### src/rtl/param_shift_rotate_reg.sv
// Parametrised shift/rotate register with a valid/ready command port.
// Multi-bit shifts and rotates advance one bit per clock; done pulses on completion.
module param_shift_rotate_reg #(
  parameter int WIDTH = 8,
  parameter int CNT_W = $clog2(WIDTH) + 1
) (
  input  logic             clk,
  input  logic             reset,
  input  logic             cmd_valid,
  output logic             cmd_ready,
  input  logic [2:0]       op,
  input  logic [CNT_W-1:0] amt,
  input  logic [WIDTH-1:0] I_par,
  input  logic             MSB_in,
  input  logic             LSB_in,
  output logic [WIDTH-1:0] A_par,
  output logic             out_bit,
  output logic             busy,
  output logic             done
);

  localparam logic [2:0] OP_HOLD  = 3'b000;
  localparam logic [2:0] OP_LOAD  = 3'b001;
  localparam logic [2:0] OP_SHL   = 3'b010;
  localparam logic [2:0] OP_SHR   = 3'b011;
  localparam logic [2:0] OP_ROTL  = 3'b100;
  localparam logic [2:0] OP_ROTR  = 3'b101;
  localparam logic [2:0] OP_ASR   = 3'b110;
  localparam logic [2:0] OP_CLEAR = 3'b111;

  typedef enum logic {IDLE = 1'b0, SHIFT = 1'b1} state_t;

  state_t           state_q, state_d;
  logic [2:0]       op_q, op_d;
  logic [CNT_W-1:0] rem_q, rem_d;
  logic [WIDTH-1:0] a_d;
  logic             bit_d;
  logic             done_d;
  logic [2:0]       step_op;
  logic [WIDTH:0]   step_res;

  // One single-bit step; result is {bit shifted out, new register value}.
  function automatic logic [WIDTH:0] shift_step(input logic [2:0]       o,
                                                input logic [WIDTH-1:0] a,
                                                input logic             msb,
                                                input logic             lsb);
    logic [WIDTH:0] r;
    r = {1'b0, a};
    case (o)
      OP_SHL:  r = {a[WIDTH-1], a[WIDTH-2:0], lsb};
      OP_SHR:  r = {a[0], msb, a[WIDTH-1:1]};
      OP_ROTL: r = {a[WIDTH-1], a[WIDTH-2:0], a[WIDTH-1]};
      OP_ROTR: r = {a[0], a[0], a[WIDTH-1:1]};
      OP_ASR:  r = {a[0], a[WIDTH-1], a[WIDTH-1:1]};
      default: r = {1'b0, a};
    endcase
    return r;
  endfunction

  // A single shifter serves both the accepting edge and the SHIFT steps.
  assign step_op   = (state_q == SHIFT) ? op_q : op;
  assign step_res  = shift_step(step_op, A_par, MSB_in, LSB_in);
  assign cmd_ready = (state_q == IDLE);
  assign busy      = (state_q == SHIFT);

  always_comb begin
    state_d = state_q;
    op_d    = op_q;
    rem_d   = rem_q;
    a_d     = A_par;
    bit_d   = out_bit;
    done_d  = 1'b0;
    case (state_q)
      IDLE: begin
        if (cmd_valid) begin
          case (op)
            OP_HOLD:  done_d = 1'b1;
            OP_LOAD: begin
              a_d    = I_par;
              done_d = 1'b1;
            end
            OP_CLEAR: begin
              a_d    = '0;
              done_d = 1'b1;
            end
            default: begin
              // amt=0 leaves the register and out_bit untouched but still completes
              if (amt != '0) {bit_d, a_d} = step_res;
              if (amt > CNT_W'(1)) begin
                state_d = SHIFT;
                rem_d   = amt - CNT_W'(1);
                op_d    = op;
              end else begin
                done_d = 1'b1;
              end
            end
          endcase
        end
      end
      SHIFT: begin
        {bit_d, a_d} = step_res;
        rem_d        = rem_q - CNT_W'(1);
        if (rem_q == CNT_W'(1)) begin
          state_d = IDLE;
          done_d  = 1'b1;
        end
      end
      default: state_d = IDLE;
    endcase
  end

  always_ff @(posedge clk or posedge reset) begin
    if (reset) begin
      state_q <= IDLE;
      op_q    <= OP_HOLD;
      rem_q   <= '0;
      A_par   <= '0;
      out_bit <= 1'b0;
      done    <= 1'b0;
    end else begin
      state_q <= state_d;
      op_q    <= op_d;
      rem_q   <= rem_d;
      A_par   <= a_d;
      out_bit <= bit_d;
      done    <= done_d;
    end
  end

endmodule

### config.mk
export PLATFORM = sky130hd
export DESIGN_NAME = param_shift_rotate_reg
export DESIGN_NICKNAME = d
export VERILOG_FILES = /design/src/rtl/param_shift_rotate_reg.sv
export SDC_FILE = /design/constraint.sdc
export NUM_CORES = 1
export LEC_CHECK = 0
export ABC_AREA = 1
export BUFFER_PORTS_ARGS = -buffer_cell sky130_fd_sc_hd__clkbuf_2
export CORE_ASPECT_RATIO = 0.6
export CORE_MARGIN = 8
export CORE_UTILIZATION = 45
export DETAILED_ROUTE_END_ITERATION = 6
export GPL_TIMING_DRIVEN = 0
export PLACE_DENSITY = 0.69
export SYNTH_ARGS = -nofsm -noshare
export SYNTH_HDL_FRONTEND = slang
export SYNTH_SLANG_ARGS = --single-unit
### constraint.sdc
create_clock -name clk -period 1.3 [get_ports clk]
set_input_delay 0.26 -clock clk [delete_from_list [all_inputs] [get_ports clk]]
set_output_delay 0.26 -clock clk [all_outputs]
set_load 0.05 [all_outputs]
==> impl.org, run 1 <==
** Place
- After detailed placement, the total cell area comes to 1600 um^2.
- Summed over all nets, the half-perimeter wirelength after detailed placement is 2.62 mm.
- Including well taps, the total number of placed cells is 268.
- Routability cong. :: 0.793
- Minimum setup slack after placement :: -0.240 ns
- Number of buffers added on ports :: 31

** Worst setup path
- The critical path is of the reg -> reg type.
- STA classifies the critical path startpoint as a register.
- The critical path goes through inv_4, nand2_2, nand2_4, nand3_2, nand3_4, nand2_2, o21ai_4, inv_2, o21ai_2.
- Maximum single-stage delay on the critical path :: 0.47 ns
- Data required, critical path :: 1.49 ns
- The slowest stage of the critical path belongs to the cell dfrtp_2.
- The worst setup path is captured at a register.
- Data arrives at the worst endpoint at roughly 1.7 ns.
- Crit Path Max Fanout :: 8
- Reg-to-reg setup timing slack :: -0.16 ns
- Counting stages on the worst path, the most repeated cell is nand2_2.

** Final layout
- At the end of the flow the core is filled with cells to 0.634.
- The number of antenna diodes in the final layout is 0.
- Multi-input gate area :: 932 um^2
- Area Growth Syn to Fin :: 33.7%
- Total Nets Final :: 260
- Excluding fillers, the count of instances in the completed layout stands at 277.
- Final design instance area without fill :: around 1800 um^2
- After filler insertion, the fill cell instance count of the layout stands at 268.
- Of the cells placed in the final design, the portion with a size suffix greater than 1 is 0.396.
- Summing all flip-flop and latch instances after layout gives 452 um^2.

** Pwr
- Total leakage power :: 0.973 nW
- The design draws approximately 4.8 mW.
- Net switching power :: 2.58 mW
- Across the VDD grid, the largest voltage drop is between 1.5 and 2 mV.
- Fraction of power spent switching nets :: 0.538
- Register share of total power :: 0.221
- Cell internal power was estimated by the tool at 2.22 mW.
- Power spread over the standard cell area amounts to approximately 2600 nW/um^2.
- Of the total power, the clock network draws 0.099.
- Combinational share of power :: 0.680

** Clocking
- Clock tree synthesis found a total of 18 sinks.
- Maximum clock insertion buffer count :: 2
- Clock tree synthesis inserted a total of 3 buffers.
- The clock reaches the later pin of the worst-skew pair after ~0.26 ns.
- CTS Root Buffer Type :: clkbuf_8
- After clock tree synthesis, the clock-pin slew on the worst setup and hold paths is roughly 0.07 ns.
- CTS H-tree lvls :: 1
- TritonCTS built the clock tree.

** Logic synthesis
- Most numerous cell in the Yosys netlist :: nand2_1
- Synthesized area per cell :: 7.03 um^2
- Synth unique cells :: 28
- Sequential area share after synthesis :: 0.329
- Share of the synthesized area in the top cell type :: 0.329
- Synthesis handed over a netlist of 195 instances.
- Share of synthesized registers carrying an async set or reset :: 1.00
- Yosys mapped a number of flops with a built-in enable equal to 0.
- After synthesis the netlist holds a flip-flop and latch count of 18.
- Net count after synthesis :: 219
- Primary FF master, synth :: dfrtp_1
- Most numerous cell types in the synthesized netlist :: 73 x nand2_1, 22 x inv_1, 18 x dfrtp_1
- Top cells by area, synth :: dfrtp_1 33%, nand2_1 20%, inv_1 6.0%, nand3_2 4.4%, nand2_2 4.1%
- dfrtp_1 takes more of the synthesized area than any other cell.
- Synthesis Warnings :: 0
- Mapped Area :: 1370 um^2

** Global routing
- Via count of the first global-routing pass :: 1246
- Antenna violations before repair :: 0
- The layer flagged by global routing as most heavily used is met2.
- In the global route stage, met3 resource usage came out at 0.0430.
- Gr usage total :: 0.153
- Global routing met1 resource utilization :: 0.216
- Summed over all layers, the global routing overflow is 0.
- Global-route wire length before repair :: 6.09 mm
- In the global route stage, met2 resource usage came out at 0.218.
- Largest net degree at the start of global routing :: 19

** Die
- Std-Cell Core Area :: 2890 um^2
- Overall die width :: 87.2 um
- Standard-cell row count :: 15
- Starting density of the core :: 0.474
- In this run the vertical extent of the chip is 58.7 um.
- I/O pin total :: 32
- The floorplan step defined a die boundary enclosing 5120 um^2.

** Route
- The first TritonRoute pass finished after 4 iterations.
- Initial DRC count :: 88
- The count of nets left with antenna violations once routing finished came out at 0.
- After detailed routing, the number of remaining DRC violations is 0.
- The final route contains approximately 1300 vias.
- Total Wirelength :: 3.71 mm
- Dividing the detail-routed wire length by the instance count gives 13.4 um.
- In the routed layout, each cell is associated on average with a via count of 4.86.

** STA
- F_max :: approximately 700 MHz
- Worst Max-Slew Pin Slew :: 0.710 ns
- Final setup violation count :: 10
- Final count of pins violating max slew :: 0
- Final hold violation count :: 0
- Final hold analysis gives a worst-case slack of 0.0806 ns.
- Worst rel slew slack :: 0.526
- Clk_skew :: ~0.0019 ns
- In the post-route analysis, the smallest setup slack over all paths is -0.160 ns.
- The routed design could run at a clock period as short as 1.46 ns.
- Final-layout setup total negative slack :: -1.25 ns
- Setup repair after global routing missed its margin :: true
- Post-route clock period utilization :: 1.12

** Min path
- The min-delay analysis places its worst path in the category in -> async.

** Run status
- The final reports fail on negative setup slack.
- The run finished, with violations left.

** Job
- Max capacitance violation total :: 0
==> routing by layer <==
| metal | vias to the layer above | part of all wire |
|---|---|---|
| met3 | 5 | 0.055 |
| met2 | 35 | 0.45 |
| met4 | 0 | 0.0067 |
| li1 | 700 | - |
| met1 | 607 | 0.49 |
| met5 | - | 0 |
==> final cells by class <==
class                      instances  share of cell area
multi-input combinational        149               0.509
clock buffer                       4              0.0301
buffer                             2              0.0171
timing repair buffer              36               0.111
inverter                          26              0.0574
tap                               42              0.0287
sequential                        18               0.247
==> registers in the layout, indices dropped and copies added, names as in the netlist <==
signal,cells
done,1
op_q,3
busy,1
rem_q,4
A_par,8
out_bit,1
==> worst paths after layout <==
kind	cells after the start	to	from
min in group clk	2	rem_q[0]	amt[0]
max in group asynchronous	2	busy	reset
worst max register to register	9	out_bit	busy
worst min register to register	2	rem_q[1]	rem_q[1]
worst min-delay path	2	A_par[2]	reset
worst max-delay path	9	out_bit	busy
==> worst max-delay path: cells and delay by family (launching register included) <==
family                 cells  cell delay, ns
and+or+nand+nor            5            0.58
DFF                        1            0.47
buffers and inverters      2            0.18
AOI/OAI and AO/OA          2            0.16
==> repair_timing <==
item | CTS | global route
pin swaps | 7 | 7
setup buffers | 5 | 0
hold buffers | 0 | 0
resized for setup | 25 | 12
hold endpoints to repair | 0 | 0
cloned | 0 | 0
endpoints found under the setup margin | 10 | 21
==> power groups by stage <==
stage                     sequential (mW)  clock, mW  combinational, mW
after floorplan                      1.45          0               1.74
final                                1.06      0.474               3.26
after global placement               1.06          0               2.68
after global routing                 1.10      0.509               3.56
after detailed placement             1.06          0               2.69
after CTS                            1.05      0.482               3.14
==> cell usage in the layout, fill, tap and decap left out, types with 4 or more instances in the layout <==
master     n
nand3_4    5
nand2_4    7
a21oi_1    4
clkbuf_2  27
dfrtp_1   17
nand2_1   62
buf_4      5
nor2_1    13
nand3_1   10
o21ai_1    4
inv_1     22
clkbuf_8   5
nand2_2   14
==> kinds of logic after synthesis <==
logic type / Yosys count / synth area share
adder cells (fa/ha/maj): 4 / 0.0365
XOR/XNOR: 3 / 0.0247
AND/OR/NAND/NOR: 121 / 0.414
AO/OA/AOI/OAI: 21 / 0.109
flip-flops: 18 / 0.329
buffers and inverters: 28 / 0.0877
Power figures use the tool's default switching activity.
==> inputs of run 2 (changes only) <==
- ABC_AREA: 1 -> unset
- CORE_MARGIN: 8 -> unset
==> run 2 against run 1 <==
Net effect: the run still ends with negative setup slack left; first-iteration DRC count is 9.1% higher; count of clock-buffer cells in the layout stayed put; sequential share of layout area is 3.1 points lower; fmax is 10% lower; via count is 8.6% higher; sequential power is 11% higher; non-clock buffer count is 14 higher; critical endpoint is now A_par[7].
==> impl.org, run 2 <==
** Run status
- Run status :: finished, violations left
- The checks that failed: negative setup slack.

** Route
- Total Wirelength :: 4.38 mm (+18%)
- DRC viols :: 0 (unchanged)
- The detail-routed via count per cell was 5.97 (+23%).
- Initial DRC count :: 96 (+9.1%)
- The remaining antenna violation count is 0 (unchanged).
- Drt wl/cell :: 17.9 um (+33%)
- Total number of vias :: 1463 (+8.6%)
- The iteration count of the initial detailed-routing pass came to 4 (unchanged).

** Die
- Standard-cell row count :: 15 (unchanged)
- Die footprint :: 3280 um^2 (-36%)
- The die span in y is 44.7 um (-24%).
- The number of top-level design ports is 32 (unchanged).
- Overall die width :: 73.2 um (-16%)
- The core area is 2890 um^2 (unchanged).
- The effective utilization at floorplan came to 0.474 (unchanged).

** STA
- Setup repair after global routing missed its margin :: true
- Post-route clock period utilization :: 1.25 (+0.127)
- The worst-case clock skew is 0.00124 ns (-0.000664 ns).
- The count of endpoints failing setup in the final report is 17 (+7).
- Final count of pins violating max slew :: 0 (unchanged)
- The worst relative slew slack came to 0.499 (-0.0270).
- Worst Max-Slew Pin Slew :: 0.750 ns (+0.0405 ns)
- Hold_ws :: 0.101 ns (+0.0200 ns)
- The final count of hold timing violations is 0 (unchanged).
- PnR worst setup slack :: -0.326 ns (-0.166 ns)
- Final-layout setup total negative slack :: -3.22 ns (-1.97 ns)
- The final period demand of the worst path came to 1.63 ns (+0.166 ns).
- The highest clock rate came to 615 MHz (-10%).

** Final layout
- Top reg by flops :: A_par
- Leaving out fill and tap cells, the most frequent cell in the layout is clkbuf_2.
- The fraction of layout cells with a size suffix above 1 came to 0.483 (+0.0870).
- In the layout the commonest cells are 23 x clkbuf_2, 15 x dfrtp_1, 15 x nand2_1.
- The antenna diode count is 0 (unchanged).
- Largest register FFs :: 8 (unchanged)
- Fraction of the core area covered by cells at the end of the flow :: 0.729 (+0.0948)
- Largest registers :: A_par x8, rem_q x4, op_q x3
- Area Growth Syn to Fin :: 53.7%
- The number of nets in the final layout is 228 (-12%).
- Layout fillers :: 219 (-18%)

** Place
- The number of buffers added on ports came to 30 (-3.2%).
- The post-DP HPWL is 2.97 mm (+13%).
- Routability cong. :: 0.908 (+14%)
- The pre-CTS setup slack was -0.707 ns (-0.467 ns).

** Global routing
- Via count of the first global-routing pass :: 1364 (+9.5%)
- The maximum number of pins on one net before global-route repair came to 19 (unchanged).
- Antenna violations before repair :: 0 (unchanged)
- Overall overflow remaining after global route :: 0 (unchanged)
- Global-route wire length before repair :: 6.80 mm (+12%)
- The total routing usage reported by global routing came to 0.286 (+0.133).

** Logic synthesis
- The count of cell types in the netlist is 41 (+46%).
- EDFF count, synth :: 0 (unchanged)
- The top cell type's share of synthesized area was 0.329 (unchanged).
- By count the netlist is led by 18 x dfrtp_1, 16 x nand2_1, 10 x a21oi_1, 10 x o2bb2ai_1, 9 x nor3_1.
- The combined area of all synthesized cells is 1370 um^2 (unchanged).
- Largest area contributor in the netlist :: dfrtp_1
- Sequential area share after synthesis :: 0.329 (unchanged)
- In the synthesized netlist the dominant register cell turns out to be dfrtp_1.
- The number of flip-flops and latches in the synthesized netlist was 18 (unchanged).
- Top cells by area, synth :: dfrtp_1 33%, o2bb2ai_1 6.4%, nand2_1 4.4%, a21oi_1 3.7%, ha_1 3.7%
- Synthesis Warnings :: 0 (unchanged)
- Net count after synthesis :: 181 (-17%)
- The instance count of the mapped netlist came to 157 (-19%).
- In the post-synthesis netlist, the cell with the most instances is dfrtp_1.
- The proportion of synthesized flip-flops having asynchronous set or reset is 1.00 (unchanged).
- The mean post-synth cell area is 8.73 um^2 (+24%).

** Worst setup path
- The worst setup path is of the in -> reg kind.
- STA classifies the critical path startpoint as an input port.
- The arrival time reported for the critical path endpoint is 1.78 ns (+0.13 ns).
- Traced cell by cell, the critical path runs through clkbuf_16, inv_12, ha_4, or3b_4, o211a_4, or3_4, a32o_2.
- Crit-path leading delay family :: simple AND/OR/NAND/NOR gates
- The largest incremental delay on the critical path came to 0.41 ns (-0.06 ns).
- The maximum fanout along the worst path was 4 (-4).
- The count of buffer and inverter cells on the critical path was 2 (unchanged).
- The worst setup path is captured at a register.
- Worst-path cell with the longest stage delay :: or3b_4
- Data required, critical path :: 1.45 ns (-0.04 ns)

** Job
- The max capacitance violation total was 0 (unchanged).

** Clocking
- The count of H-tree levels built during CTS came to 1 (unchanged).
- Clock Sink Count :: 18 (unchanged)
- Maximum clock insertion buffer count :: 2 (unchanged)
- Worst-Skew Late Latency :: 0.26 ns (about the same)
- Clk slew on worst S/H paths :: 0.07 ns (about the same)
- The total clock buffers created by CTS is 3 (unchanged).
- Hold Buf Count CTS :: 0 (unchanged)
- TritonCTS built the clock tree.
- CTS Root Buffer Type :: clkbuf_8

** Pwr
- The cell area power density came to 2460 nW/um^2 (-6.0%).
- Total leakage power :: 0.913 nW (-6.2%)
- Largest vdd supply drop :: 1.30 mV (-28%)
- The sum of internal, switching and leakage power came to 5.18 mW (+8.1%).

** Min path
- In this run the worst hold path is classified as in -> async.
## run 2: cell count changes in the layout (fill, tap and decap cells not counted), moves of 5 or more
| cell | delta |
|---|---|
| inv_1 | -18 |
| nand3_1 | -7 |
| nor3_1 | +6 |
| o2bb2ai_1 | +10 |
| buf_6 | +5 |
| nand2_2 | -14 |
| nand2_4 | -6 |
| nor2_1 | -10 |
| a221oi_2 | +5 |
| nand3_4 | -5 |
| a21oi_1 | +6 |
| nand2_1 | -47 |
## run 2: metrics by stage
step           area (um^2)  std cells
3_3_place_gp          1720        229
2_1_floorplan         1520        157
5_1_grt               2110        245
3_5_place_dp          1720        229
4_1_cts               2020        243
6_report              2110        245
## run 2: worst paths after layout
check                      slack [ns]  depth (start not counted)        to     start
max                             -0.33                          7  A_par[7]    amt[1]
min                              0.10                          2  A_par[2]     reset
max reg2reg                     -0.26                          5  A_par[7]      busy
min reg2reg                      0.52                          1  rem_q[3]  rem_q[3]
max in group asynchronous        0.68                          2  rem_q[0]     reset
min in group clk                 0.30                          3  A_par[0]  I_par[0]
## run 2: where the power goes
group | internal [mW] | switching [mW] | leakage [nW]
clock | 0.270 | 0.206 | 0.0288
sequential | 0.844 | 0.339 | 0.216
combinational | 1.58 | 1.95 | 0.669
## run 2: worst reg2reg max path, delay by kind of cell, from the launching register on
family,cells,cell delay [ns]
AO/OA/AOI/OAI,3,0.49
buffers and inverters,1,0.17
flip-flops,1,0.42
AND/OR/NAND/NOR,1,0.42
## run 2: cell families (layout without fill, tap and decap cells)
kind of cell             Yosys count  in the layout  share of synthesized area
flip-flops                        18             18                      0.329
multiplexers                       4              4                     0.0320
AO/OA/AOI/OAI                     52             52                      0.291
XOR/XNOR                           5              5                     0.0320
buffers and inverters             17             63                     0.0557
adder cells (fa/ha/maj)            4              4                     0.0365
AND/OR/NAND/NOR                   57             57                      0.224
## run 2: area by class of cell
| class | instances | area, um^2 | area share |
|---|---|---|---|
| multi-input combinational | 122 | 1040 | 0.496 |
| sequential | 18 | 454 | 0.216 |
| tap | 42 | 52.6 | 0.0250 |
| inverter | 7 | 51.3 | 0.0244 |
| timing repair buffer | 44 | 355 | 0.169 |
| clock buffer | 4 | 55.1 | 0.0261 |
| buffer | 8 | 92.6 | 0.0440 |
## run 2: routing by layer
layer,vias to the layer above,global-route usage,wire length (um)
li1,689,-,-
met1,710,0.421,2040
met2,57,0.441,2010
met3,7,0.0536,298
met4,0,0.0627,31
met5,-,0,0
## run 2: what timing repair did
action	CTS	global route
buffers inserted	11	3
gates cloned	0	0
pin swaps	9	14
endpoints found under the setup margin	17	23
resized for setup	32	20
